$ cat src/rtl/can_tx_priority_pkg.sv
// ---------------------------------------------------------------------------
// can_pkg
//   Shared CAN transmit-path definitions: field widths, the frame record that
//   moves between the host queue and the TX engine, and the per-cycle
//   operation decode used by the priority queue.
//
//   ID_W       standard identifier width (11 bits)
//   DLC_W      data length code width (4 bits)
//   MAX_BYTES  payload bytes carried per frame (always 8 stored)
// ---------------------------------------------------------------------------
package can_pkg;

  localparam int ID_W      = 11;
  localparam int DLC_W     = 4;
  localparam int MAX_BYTES = 8;

  // data[i] is payload byte i; all eight bytes travel with the frame whatever the DLC.
  typedef struct packed {
    logic [ID_W-1:0]            id;
    logic [DLC_W-1:0]           dlc;
    logic [MAX_BYTES-1:0][7:0]  data;
  } can_frame_t;

  // Encoding matches {we, re} so the decode is a plain cast.
  typedef enum logic [1:0] {
    OP_IDLE  = 2'b00,
    OP_READ  = 2'b01,
    OP_WRITE = 2'b10,
    OP_BOTH  = 2'b11
  } op_e;

  function automatic can_frame_t make_frame(
    input logic [ID_W-1:0]           id,
    input logic [DLC_W-1:0]          dlc,
    input logic [MAX_BYTES-1:0][7:0] data
  );
    can_frame_t f;
    f.id   = id;
    f.dlc  = dlc;
    f.data = data;
    return f;
  endfunction

endpackage

$ cat src/rtl/can_tx_priority_if.sv
// ---------------------------------------------------------------------------
// can_tx_priority_if
//   Bundle between the host write side / TX engine and the priority queue.
//
//   we, re              write strobe and head acknowledge
//   req_id/dlc/data     frame being written
//   tx_id/dlc/data      registered head frame
//   start_tx            head frame valid
//   full, empty         occupancy flags
//
//   master : the host / TX engine side (drives strobes and request frame)
//   slave  : the queue itself
// ---------------------------------------------------------------------------
interface can_tx_priority_if;
  import can_pkg::*;

  logic                           we;
  logic                           re;
  logic [ID_W-1:0]                req_id;
  logic [DLC_W-1:0]               req_dlc;
  logic [MAX_BYTES-1:0][7:0]      req_data;

  logic [ID_W-1:0]                tx_id;
  logic [DLC_W-1:0]               tx_dlc;
  logic [MAX_BYTES-1:0][7:0]      tx_data;
  logic                           start_tx;
  logic                           full;
  logic                           empty;

  modport master (
    output we, re, req_id, req_dlc, req_data,
    input  tx_id, tx_dlc, tx_data, start_tx, full, empty
  );

  modport slave (
    input  we, re, req_id, req_dlc, req_data,
    output tx_id, tx_dlc, tx_data, start_tx, full, empty
  );

endinterface

$ cat src/rtl/can_tx_priority_insert.sv
// ---------------------------------------------------------------------------
// can_tx_priority_insert
//   Combinational sorted insert of one frame into an N-slot array kept in
//   ascending ID order with valid slots packed from index 0.
//
//   frame         frame to insert
//   before_equal  1: insert ahead of slots with an equal ID
//                 0: insert behind them (FIFO among equal IDs)
//   slots_in      current slot contents, valid_in their valid bits
//   slots_out     array after insertion, valid_out its valid bits
//   ok            a free slot exists, so nothing falls off the end
// ---------------------------------------------------------------------------
module can_tx_priority_insert
  import can_pkg::*;
#(
  parameter int N = 4
) (
  input  can_frame_t    frame,
  input  logic          before_equal,
  input  can_frame_t    slots_in  [N],
  input  logic [N-1:0]  valid_in,
  output can_frame_t    slots_out [N],
  output logic [N-1:0]  valid_out,
  output logic          ok
);

  logic [N-1:0] take;
  logic [N-1:0] passed;
  logic [N-1:0] prev_valid;
  logic         seen;
  can_frame_t   prev [N];

  // A slot can take the new frame if it is free or holds a later-ordered ID.
  always_comb begin
    for (int i = 0; i < N; i++) begin
      take[i] = !valid_in[i] ||
                (before_equal ? (slots_in[i].id >= frame.id)
                              : (slots_in[i].id >  frame.id));
    end
  end

  // passed[i] is set once the insertion point lies strictly below slot i,
  // meaning slot i receives its lower neighbour (shift up by one).
  always_comb begin
    seen   = 1'b0;
    passed = '0;
    for (int i = 0; i < N; i++) begin
      passed[i] = seen;
      seen      = seen | take[i];
    end
  end

  // Lower neighbour of each slot; slot 0 has none and never shifts.
  always_comb begin
    prev[0] = frame;
    for (int i = 1; i < N; i++) begin
      prev[i] = slots_in[i-1];
    end
  end

  assign prev_valid = {valid_in[N-2:0], 1'b1};

  always_comb begin
    for (int i = 0; i < N; i++) begin
      if (passed[i]) begin
        slots_out[i] = prev[i];
        valid_out[i] = prev_valid[i];
      end else if (take[i]) begin
        slots_out[i] = frame;
        valid_out[i] = 1'b1;
      end else begin
        slots_out[i] = slots_in[i];
        valid_out[i] = valid_in[i];
      end
    end
  end

  assign ok = !valid_in[N-1];

endmodule

$ cat src/rtl/can_tx_priority.sv
// ---------------------------------------------------------------------------
// can_tx_priority
//   Priority-ordered CAN transmit queue. The lowest identifier held is always
//   presented in the registered head (tx_*); up to N more frames wait in an
//   ID-sorted buffer. Equal IDs leave in arrival order.
//
//   clk   system clock, all updates on the rising edge
//   rst   synchronous active-low reset
//   bus   can_tx_priority_if.slave:
//           we/re + req_* in, tx_* / start_tx / full / empty out
//
//   Each edge applies an optional pop of the head followed by an optional
//   write to the resulting set, so a write alongside a read is accepted even
//   when the queue is full.
// ---------------------------------------------------------------------------
module can_tx_priority
  import can_pkg::*;
#(
  parameter int N = 4
) (
  input  logic              clk,
  input  logic              rst,
  can_tx_priority_if.slave  bus
);

  localparam int            CW  = $clog2(N + 2);
  localparam logic [CW-1:0] CAP = CW'(N + 1);

  op_e          op;
  logic         rd_en;
  logic         wr_en;
  logic         do_pop;
  logic         preempt;
  logic         accept;
  logic         ins_ok;

  can_frame_t   req_frame;
  can_frame_t   ins_frame;

  can_frame_t   head_q, head_p, head_d;
  logic         head_valid_q, head_valid_p, head_valid_d;

  can_frame_t   slots_q [N];
  can_frame_t   slots_p [N];
  can_frame_t   slots_d [N];
  can_frame_t   ins_slots [N];
  logic [N-1:0] valid_q, valid_p, valid_d, ins_valid;

  logic [CW-1:0] count_q, count_p, count_d;

  assign op        = op_e'({bus.we, bus.re});
  assign rd_en     = (op == OP_READ)  || (op == OP_BOTH);
  assign wr_en     = (op == OP_WRITE) || (op == OP_BOTH);
  assign do_pop    = rd_en && (count_q != '0);
  assign req_frame = make_frame(bus.req_id, bus.req_dlc, bus.req_data);

  // Pop stage: head takes buffer[0] and the buffer shifts down. When the
  // buffer was empty the head goes invalid but keeps its old fields, so the
  // tx_* outputs hold their last value.
  always_comb begin
    head_p       = head_q;
    head_valid_p = head_valid_q;
    slots_p      = slots_q;
    valid_p      = valid_q;
    count_p      = count_q;
    if (do_pop) begin
      head_valid_p = valid_q[0];
      if (valid_q[0]) begin
        head_p = slots_q[0];
      end
      for (int i = 0; i < N - 1; i++) begin
        slots_p[i] = slots_q[i+1];
      end
      valid_p = {1'b0, valid_q[N-1:1]};
      count_p = count_q - CW'(1);
    end
  end

  // A strictly lower ID displaces the head. The displaced head is the
  // oldest of the lowest IDs held, so it goes back ahead of any equals.
  assign preempt   = head_valid_p && (req_frame.id < head_p.id);
  assign ins_frame = preempt ? head_p : req_frame;

  can_tx_priority_insert #(.N(N)) u_insert (
    .frame        (ins_frame),
    .before_equal (preempt),
    .slots_in     (slots_p),
    .valid_in     (valid_p),
    .slots_out    (ins_slots),
    .valid_out    (ins_valid),
    .ok           (ins_ok)
  );

  // With a valid head there is room exactly when the buffer's last slot is
  // free; with no head the buffer is empty and the frame goes straight in.
  assign accept = wr_en && (!head_valid_p || ins_ok);

  // Write stage applied on top of the post-pop state.
  always_comb begin
    head_d       = head_p;
    head_valid_d = head_valid_p;
    slots_d      = slots_p;
    valid_d      = valid_p;
    count_d      = count_p;
    if (accept) begin
      count_d = count_p + CW'(1);
      if (!head_valid_p) begin
        head_d       = req_frame;
        head_valid_d = 1'b1;
      end else begin
        slots_d = ins_slots;
        valid_d = ins_valid;
        if (preempt) begin
          head_d = req_frame;
        end
      end
    end
  end

  // Control state and head register; reset clears the visible head fields.
  always_ff @(posedge clk) begin
    if (!rst) begin
      head_q       <= '0;
      head_valid_q <= 1'b0;
      valid_q      <= '0;
      count_q      <= '0;
    end else begin
      head_q       <= head_d;
      head_valid_q <= head_valid_d;
      valid_q      <= valid_d;
      count_q      <= count_d;
    end
  end

  // Buffer payload needs no reset; its valid bits gate every use.
  always_ff @(posedge clk) begin
    slots_q <= slots_d;
  end

  assign bus.tx_id    = head_q.id;
  assign bus.tx_dlc   = head_q.dlc;
  assign bus.tx_data  = head_q.data;
  assign bus.start_tx = head_valid_q;
  assign bus.full     = (count_q == CAP);
  assign bus.empty    = (count_q == '0);

endmodule

$ cat src/flat_wrapper.sv
// flat-port wrapper written by rule: the top's interface ports become plain ports
module can_tx_priority_flat import can_pkg::*;
#(
  parameter int N = 4
)
  (clk, rst, bus_we, bus_re, bus_req_id, bus_req_dlc, bus_req_data, bus_tx_id, bus_tx_dlc, bus_tx_data, bus_start_tx, bus_full, bus_empty);
  can_tx_priority_if bus_i ();
  input  logic clk;
  input  logic rst;
  input wire logic [$bits(bus_i.we)-1:0] bus_we;
  input wire logic [$bits(bus_i.re)-1:0] bus_re;
  input wire logic [$bits(bus_i.req_id)-1:0] bus_req_id;
  input wire logic [$bits(bus_i.req_dlc)-1:0] bus_req_dlc;
  input wire logic [$bits(bus_i.req_data)-1:0] bus_req_data;
  output wire logic [$bits(bus_i.tx_id)-1:0] bus_tx_id;
  output wire logic [$bits(bus_i.tx_dlc)-1:0] bus_tx_dlc;
  output wire logic [$bits(bus_i.tx_data)-1:0] bus_tx_data;
  output wire logic [$bits(bus_i.start_tx)-1:0] bus_start_tx;
  output wire logic [$bits(bus_i.full)-1:0] bus_full;
  output wire logic [$bits(bus_i.empty)-1:0] bus_empty;
  assign bus_i.we = bus_we;
  assign bus_i.re = bus_re;
  assign bus_i.req_id = bus_req_id;
  assign bus_i.req_dlc = bus_req_dlc;
  assign bus_i.req_data = bus_req_data;
  assign bus_tx_id = bus_i.tx_id;
  assign bus_tx_dlc = bus_i.tx_dlc;
  assign bus_tx_data = bus_i.tx_data;
  assign bus_start_tx = bus_i.start_tx;
  assign bus_full = bus_i.full;
  assign bus_empty = bus_i.empty;
  can_tx_priority #(.N(N)) u_core (.clk(clk), .rst(rst), .bus(bus_i));
endmodule
$ cat config.mk
export PLATFORM = sky130hd
export DESIGN_NAME = can_tx_priority_flat
export DESIGN_NICKNAME = d
export VERILOG_FILES = /design/src/rtl/can_tx_priority_pkg.sv /design/src/rtl/can_tx_priority_if.sv /design/src/rtl/can_tx_priority_insert.sv /design/src/rtl/can_tx_priority.sv /design/src/flat_wrapper.sv
export SDC_FILE = /design/constraint.sdc
export NUM_CORES = 1
export LEC_CHECK = 0
export ABC_CLOCK_PERIOD_IN_PS = 6000
export CORE_MARGIN = 2
export CORE_UTILIZATION = 45
export DETAILED_ROUTE_END_ITERATION = 8
export PLACE_DENSITY = 0.63
export SLEW_MARGIN = 20
export SYNTH_ARGS = -nofsm -noshare
export SYNTH_HDL_FRONTEND = slang
export SYNTH_SLANG_ARGS = --single-unit
export TNS_END_PERCENT = 20
$ cat constraint.sdc
create_clock -name clk -period 6 [get_ports clk]
set_clock_uncertainty 0.05 [all_clocks]
set_input_delay 0.9 -clock clk [delete_from_list [all_inputs] [get_ports clk]]
set_output_delay 0.9 -clock clk [all_outputs]
set_load 0.03 [all_outputs]
==> results of run 1 <==
[final cells by class]
cell class              count  area (um^2)
clock inverters            14          176
fillers                  4366        22000
clock buffers              71         1320
multi-input cells        1675        12300
well taps                 622          778
flip-flops and latches    403         8860
repair buffers            310         3140
inverters                  28          113
[flip-flops by register name, summed over array words and instances (netlist names)]
name,count
u_core.bus.start_tx,1
u_core.bus.tx_data,64
u_core.bus.tx_dlc,4
u_core.bus.tx_id,11
u_core.count_q,3
u_core.slots_p,79
u_core.slots_q,237
u_core.valid_q,4
[tightest hold or removal path: stages, from the launching register on]
cell,delay [ps]
dfxtp_1,330
nand2_1,60
a21boi_0,80
[power by group]
part           internal, mW  switching [mW]
Clock                  1.64            1.15
Sequential             3.97           0.613
Combinational          2.36            3.29
Total                  7.98            5.05
[worst paths after layout]
kind	from	end	slack, ps	cells after the start
max	u_core.count_q[0]	u_core.slots_p[43]	300	22
min	u_core.valid_q[2]	u_core.valid_q[3]	480	2
max reg2reg	u_core.count_q[0]	u_core.slots_p[43]	300	22
min reg2reg	u_core.valid_q[2]	u_core.valid_q[3]	480	2
[placed cells by master (no fill, tap or decap), drive strengths merged, types with 5 or more instances in the layout]
master,n
nand4,13
clkbuf,71
nor2,104
o211a,81
a21oi,170
xnor2,6
a211oi,84
o31ai,11
a221oi,80
nor3,16
or3,5
dfxtp,324
nor2b,11
inv,30
a21o,9
ha,37
o21ai,16
mux2,8
a311oi,6
nand3,12
o2bb2ai,69
buf,147
nand2,406
and2,12
edfxtp,79
mux2i,457
a31oi,9
clkdlybuf4s50,163
clkinv,8
[cells by family (layout without fill, tap and decap cells)]
group | after synthesis | count (layout)
compound gates | 567 | 567
fa+ha+maj | 37 | 37
simple gates | 600 | 600
flops | 403 | 403
mux | 465 | 465
buf+inv | 229 | 423
xor+xnor | 6 | 6
[through the flow]
stage,power (mW),cells,TNS (ps)
final,13.0,3123,0
after global routing,13.9,3123,-222
after CTS,13.0,3123,0
after detailed placement,10.2,3038,-49510
after global placement,10.0,3038,-21940
after floorplan,8.50,2307,0
[routing by layer]
metal	up-vias	share of wire, %	wire, um	GRT usage [%]
met2	441	45	27600	38.7
met3	81	5.4	3330	4.41
li1	8868	-	-	-
met5	-	0.041	25	0
met1	8978	48	29200	33.3
met4	4	1.7	1030	5.55
[timing repair]
item / 4_1_cts / 5_1_grt
setup endpoints to repair: 0 / 300
hold buffers: 0 / 0
hold endpoints to repair: 0 / 0
resized for setup: 0 / 10
==> metrics.cfg, run 1 <==
[critical_path]
critPathBufInv=4
path_cells=inv_1, ha_1, ha_1, and3b_2, mux2i_2, ha_1, and4_1, and2_1, a311oi_2, nand2_1, buf_4, or3_1, and2_0, ha_1, nand4_1, or3_1, a211oi_2, buf_4, a21o_4, nand3_4, buf_12, mux2i_1
cp_data_arrival_time_ps=5940
crit_path_start_kind=flop
endpoint_kind=flop
path_delay_family=simple AND/OR/NAND/NOR gates
crit_path_max_fanout=41
required_ps=6250
cp_slowest_cell=or3_1
crit_top_cell=ha_1
path_class=flop to flop
slowest_delay_ps=380

[cts]
cts_sinks=403
root_buffer=clkbuf_16
path_clk_slew_ps=60
clkLatencyLatePin_ps=580
cts_setup_buffers=0
cts_tree=built
clk_path_buf_depth=3
h-tree-depth=2
cts_buffers=46

[sta]
fin_crit_sh_pct=94.9
slew_violations=0
tightest_slew_ps=945
worst_slack_ps=304
slew_headroom_pct=36.7
max_freq_ghz=0.176
rsz0062_at_grt=true
hold_ws_ps=484
period_minus_slack_ps=5700
setup-violations-final=0
hold_viol_final=0

[die]
core_um2=48600
die_h_um=225
die_w_um=225
dieArea_um2=50700
rows=81
initial_core_util_pct=45.3
num_io_pins=165

[global_route]
grt_first_pass_wirelength_um=98400
track_usage_pct=24.0
overflow=0
grt_max_degree=158
antenna_found_initial=2
grt_pass1_vias=18200

[power]
total_leakage_power_nw=12.6
ir_drop_v=0.000284
p_per_area_nw_per_um2=489

[route]
wl_per_cell_um=19.6
drtIter0Drc=1201
vias_per_cell=5.88
ant_nets=0
dr.pass1.iters=7
post-route-drc-count=0
wirelength_um=61200
vias=18400

[final_layout]
area_growth_pct=21.0
diodes=0
final_util_pct=54.8
drive_gt1_share_pct=11.3
stdcell_area_um2=26700
nets=2584

[logic_synthesis]
synthMuxAreaShare_pct=21.2
synthXorXnorAreaFrac_pct=0.239
yosysUniqueCellTypes=69
syn_area_um2=22000
async_reset_ff_share_pct=0
synth_compound_area_share_pct=20.2
synth-edff-count=79
synthSimpleGateAreaFrac_pct=11.4
syn_nets=2427
synth_top_cell_by_area=dfxtp_1
synth_top_family_by_area=multiplexers
ys_seq_area_share_pct=40.2
ys.flop_type=dfxtp_1
synth_cells=2307
post-synth-top-count-cell=mux2i_1
synth.area.top_cells=dfxtp_1, mux2i_1, edfxtp_1
synth_top_cell_area_share_pct=29.4
synth_area_per_cell_um2=9.55
yosys_register_bits=403
synth_commonest_cells=mux2i_1, nand2_1, dfxtp_1
synth_warnings=0
yosys.area_share.adder_pct=2.10

[place]
place_ws_ps=-338
gp_congestion=0.862
io_buffers=164
dpl.hpwl_um=40500
dpl_cell_area_um2=25100

[run_status]
status=finished, final reports clean

[job]
maxCapViolations=0

[hold_path]
hp-class=flop to flop

No activity file was read; power rests on OpenSTA's default activity.
==> run 2: changes to the inputs <==
- CORE_ASPECT_RATIO: unset -> 0.7
==> metrics.cfg, run 2 (synthesized netlist as in run 1, its figures left out) <==
[run_status]
status=finished, final reports clean  ; unchanged

[die]
die_h_um=189  ; was 225 um
num_io_pins=165  ; unchanged
die_w_um=268  ; was 225 um
dieArea_um2=50800  ; was 50,700 um^2
core_um2=48100  ; was 48,600 um^2
initial_core_util_pct=45.8  ; was 45.3%
rows=67  ; was 81

[sta]
worst_slack_ps=266  ; was 304 ps
period_minus_slack_ps=5730  ; was 5700 ps
slew_headroom_pct=25.7  ; was 36.7%
rsz0062_at_grt=true  ; unchanged
hold_viol_final=0  ; unchanged
max_freq_ghz=0.174  ; was 0.176 GHz
setup-violations-final=0  ; unchanged
slew_violations=0  ; unchanged
fin_crit_sh_pct=95.6  ; was 94.9%
tightest_slew_ps=1110  ; was 945 ps
hold_ws_ps=464  ; was 484 ps

[final_layout]
drive_gt1_share_pct=11.9  ; was 11.3%
n_fill_cell=4197  ; was 4,366
final_util_pct=55.6  ; was 54.8%
largest_register_ffs=237  ; unchanged
nets=2592  ; was 2,584
final_common_cell=mux2i_1  ; unchanged
final_cell_count_no_fill=3161  ; was 3,123
area.sequential_um2=8860  ; unchanged
diodes=0  ; unchanged
area_growth_pct=21.4  ; was 21.0%
largest_register=u_core.slots_q  ; unchanged
layout_common_cells=mux2i_1, nand2_1, dfxtp_1  ; unchanged
multi_input_comb_area_um2=12300  ; about the same
stdcell_area_um2=26700  ; about the same

[global_route]
antenna_found_initial=0  ; was 2
overflow=0  ; unchanged
track_usage_pct=23.9  ; was 24.0%
grt_pass1_vias=18100  ; was 18,200
grt_first_pass_wirelength_um=98300  ; was 98,400 um
grt_max_degree=88  ; was 158

[route]
vias_per_cell=5.85  ; was 5.88
post-route-drc-count=0  ; unchanged
dr.pass1.iters=5  ; was 7
wl_per_cell_um=19.7  ; was 19.6 um
ant_nets=0  ; unchanged
wirelength_um=62300  ; was 61,200 um
drtIter0Drc=1420  ; was 1,201
vias=18500  ; was 18,400

[cts]
cts_sinks=403  ; unchanged
cts_buffers=42  ; was 46
path_clk_slew_ps=60  ; about the same
clkLatencyLatePin_ps=570  ; was 580 ps
clk_path_buf_depth=3  ; unchanged
h-tree-depth=2  ; unchanged
cts_tree=built  ; unchanged
root_buffer=clkbuf_16  ; unchanged

[power]
ir_drop_v=0.000174  ; was 0.000284 V
switchingPower_mw=5.07  ; was 5.05 mW
total_leakage_power_nw=12.6  ; about the same
p_per_area_nw_per_um2=486  ; was 489 nW/um^2
clockPowerShare_pct=20.9  ; was 21.4%
seqPwrFrac_pct=35.2  ; about the same
p_sw_share_pct=38.9  ; was 38.8%
p_int_mw=7.94  ; was 7.98 mW
combPwrFrac_pct=43.9  ; was 43.4%

[critical_path]
path_class=flop to flop  ; unchanged
cp_data_arrival_time_ps=6110  ; was 5940 ps
r2r_cells=27  ; was 22
required_ps=6380  ; was 6250 ps
crit_path_start_kind=flop  ; unchanged
endpoint_kind=flop  ; unchanged
crit_path_max_fanout=14  ; was 41

[hold_path]
hp-class=flop to flop  ; unchanged
whs_path_depth=2  ; unchanged

[place]
io_buffers=164  ; unchanged
place_ws_ps=-416  ; was -338 ps
gp_congestion=0.872  ; was 0.862
dp.cells=3083  ; was 3,038
dpl_cell_area_um2=25300  ; was 25,100 um^2
dpl.hpwl_um=41800  ; was 40,500 um

[job]
maxCapViolations=0  ; unchanged

[run 2: worst max-delay path, stage by stage (launching register included)]
cell and delay (ps):
dfxtp_1 330, inv_1 70, ha_1 200, ha_1 200, and3b_1 220, buf_4 180, mux2i_2 270, ha_1 290
and4_1 200, and2_1 190, a311oi_2 320, nand2_2 180, buf_4 200, nor3_1 170, a21oi_1 100, buf_4 170
ha_1 290, buf_4 100, nand4b_1 180, nor4_1 390, buf_4 200, o2111ai_4 140, nand3_4 150, buf_12 110
nor4_4 30, buf_12 180, buf_12 150, a221oi_1 330
[run 2: layout make-up]
| type | count | share of cell area (%) |
|---|---|---|
| timing repair buffer | 322 | 12.1 |
| clock inverter | 15 | 0.552 |
| multi-input combinational | 1675 | 45.9 |
| clock buffer | 63 | 4.84 |
| sequential | 403 | 33.1 |
| inverter | 28 | 0.421 |
| tap | 655 | 3.07 |
[run 2: through the flow]
stage          total power, mW  setup TNS, ps
2_1_floorplan             8.50              0
3_3_place_gp              10.0         -45520
3_5_place_dp              10.3         -56440
4_1_cts                   13.0              0
5_1_grt                   13.8          -31.1
6_report                  13.0              0
[run 2: layer usage]
metal  up-vias  global-route usage, %  wire length (um)
li1       8890                      -                 -
met1      9082                   34.7             30300
met2       443                   37.8             27800
met3        72                   3.07              3030
met4         0                   5.53              1130
met5         -                      0                 0
[run 2: what timing repair did]
action	in CTS	in global routing
setup buffers	0	0
hold buffers	0	0
resized for setup	0	13
endpoints found under the setup margin	0	290
[run 2: power groups by stage]
stage	combinational (mW)	sequential [mW]	clock (mW)
final	5.71	4.58	2.72
after global routing	6.27	4.69	2.88
after CTS	5.66	4.57	2.77
after detailed placement	5.63	4.62	0
after global placement	5.42	4.58	0
after floorplan	3.92	4.58	0
[run 2: worst paths after layout]
path / start / to / slack (ps)
max: u_core.count_q[0] / u_core.slots_q[105] / 270
min reg2reg: u_core.valid_q[2] / u_core.valid_q[3] / 460
min: u_core.valid_q[2] / u_core.valid_q[3] / 460
max reg2reg: u_core.count_q[0] / u_core.slots_q[105] / 270
==> run 3: changes to the inputs <==
- CAP_MARGIN: unset -> 25
==> metrics.cfg, run 3 (synthesized netlist as in run 1, its figures left out) <==
[sta]
rsz0062_at_grt=true  ; unchanged
fin_crit_sh_pct=95.8  ; was 95.6%
tightest_slew_ps=846  ; was 1110 ps
period_minus_slack_ps=5750  ; was 5730 ps
max_freq_ghz=0.174  ; about the same
setup-violations-final=0  ; unchanged
setup_tns_ps=0  ; unchanged
slew_violations=0  ; unchanged
worst_slack_ps=255  ; was 266 ps
slew_headroom_pct=43.6  ; was 25.7%
hold_viol_final=0  ; unchanged
hold_ws_ps=461  ; was 464 ps

[global_route]
grt_max_degree=88  ; unchanged
overflow=0  ; unchanged
grt_pass1_vias=18100  ; unchanged
track_usage_pct=23.9  ; unchanged
antenna_found_initial=0  ; unchanged
grt_first_pass_wirelength_um=98300  ; unchanged

[power]
ir_drop_v=0.000174  ; about the same
p_per_area_nw_per_um2=486  ; about the same
totalPowerFinal_mw=13.0  ; about the same
total_leakage_power_nw=12.6  ; about the same

[route]
post-route-drc-count=0  ; unchanged
drtIter0Drc=1383  ; was 1,420
vias=18500  ; about the same
wirelength_um=62200  ; was 62,300 um
vias_per_cell=5.86  ; was 5.85
wl_per_cell_um=19.7  ; about the same
dr.pass1.iters=5  ; unchanged
ant_nets=0  ; unchanged

[final_layout]
largest_register_ffs=237  ; unchanged
nets=2593  ; was 2,592
final_common_cell=mux2i_1  ; unchanged
area_growth_pct=21.5  ; was 21.4%
layout_common_cells=mux2i_1, nand2_1, dfxtp_1  ; unchanged
drive_gt1_share_pct=11.9  ; about the same
stdcell_area_um2=26800  ; was 26,700 um^2
diodes=0  ; unchanged
largest_register=u_core.slots_q  ; unchanged

[cts]
path_clk_slew_ps=60  ; about the same
cts_tree=built  ; unchanged
cts_buffers=42  ; unchanged
cts_hold_repair.buffers=0  ; unchanged
root_buffer=clkbuf_16  ; unchanged
clk_path_buf_depth=3  ; unchanged
h-tree-depth=2  ; unchanged
clkLatencyLatePin_ps=570  ; about the same
cts_sinks=403  ; unchanged

[place]
dpl.hpwl_um=41800  ; unchanged
dpl_cell_area_um2=25300  ; unchanged
gp_congestion=0.872  ; unchanged
place_ws_ps=-416  ; unchanged
io_buffers=164  ; unchanged

[critical_path]
path_class=flop to flop  ; unchanged
slowest_delay_ps=390  ; about the same
rrSetupSlack_ps=250  ; was 270 ps
endpoint=u_core.slots_q[105]  ; unchanged
cp-startpoint=u_core.count_q[0]  ; unchanged
timing.rr.end=u_core.slots_q[105]  ; unchanged
r2r_cells=27  ; unchanged
worstReg2RegStart=u_core.count_q[0]  ; unchanged
cp_data_arrival_time_ps=6120  ; was 6110 ps
required_ps=6380  ; about the same
endpoint_kind=flop  ; unchanged
crit_top_cell=buf_4  ; unchanged
crit_path_max_fanout=14  ; unchanged
crit_path_start_kind=flop  ; unchanged
cp_slowest_cell=nor4_1  ; unchanged

[die]
rows=67  ; unchanged
die_w_um=268  ; unchanged
initial_core_util_pct=45.8  ; unchanged
die_h_um=189  ; unchanged
dieArea_um2=50800  ; unchanged
num_io_pins=165  ; unchanged
core_um2=48100  ; unchanged

[hold_path]
hp-class=flop to flop  ; unchanged
whs_path_depth=2  ; unchanged

[run_status]
status=finished, final reports clean  ; unchanged

[job]
maxCapViolations=0  ; unchanged

==> run 3: cell types whose count changed in the layout (fill, tap and decap cells not counted) <==
cell | before | now
buf_16 | 0 | 1
==> run 3: through the flow <==
stage,std cells,utilization [%]
2_1_floorplan,2307,-
3_3_place_gp,3083,52.5
3_5_place_dp,3083,52.5
4_1_cts,3161,55.5
5_1_grt,3162,55.6
6_report,3162,55.6
==> run 3: report_power, final <==
part | internal, mW | total (mW) | switching (mW)
sequential | 3.97 | 4.58 | 0.616
combinational | 2.39 | 5.71 | 3.32
clock | 1.59 | 2.72 | 1.13
==> run 3: worst min path at each step <==
stage                            from                 to  slack, ps
finish              u_core.valid_q[2]  u_core.valid_q[3]        460
global route        u_core.valid_q[2]  u_core.valid_q[3]        520
CTS                 u_core.valid_q[2]  u_core.valid_q[3]        460
detailed placement  u_core.valid_q[2]  u_core.valid_q[3]        450
global placement    u_core.valid_q[2]  u_core.valid_q[3]        450
floorplan           u_core.valid_q[2]  u_core.valid_q[3]        420
==> run 3: area by class of cell <==
| class | instances | area [um^2] |
|---|---|---|
| fillers | 4195 | 21400 |
| multi-input cells | 1675 | 12300 |
| flip-flops and latches | 403 | 8860 |
| repair buffers | 323 | 3260 |
| clock buffers | 63 | 1290 |
| well taps | 655 | 820 |
| clock inverters | 15 | 148 |
| inverters | 28 | 113 |
==> run 3: metal layers <==
layer  share of wire [%]  global-route usage [%]
met3                 5.2                    3.07
met5                   0                       0
met2                  45                    37.8
met4                 1.7                    5.53
met1                  48                    34.7
==> run 3: repair_timing <==
item / 4_1_cts / 5_1_grt
endpoints found under the setup margin: 0 / 290
buffers inserted: 0 / 0
resized for setup: 0 / 13
hold endpoints to repair: 0 / 0
==> run 3: worst max-delay path, delay by kind of cell (launching register included) <==
| kind | cells | cell delay, ps |
|---|---|---|
| mux | 1 | 270 |
| flops | 1 | 330 |
| buf+inv | 9 | 1360 |
| simple gates | 9 | 1690 |
| compound gates | 4 | 890 |
| fa+ha+maj | 4 | 980 |
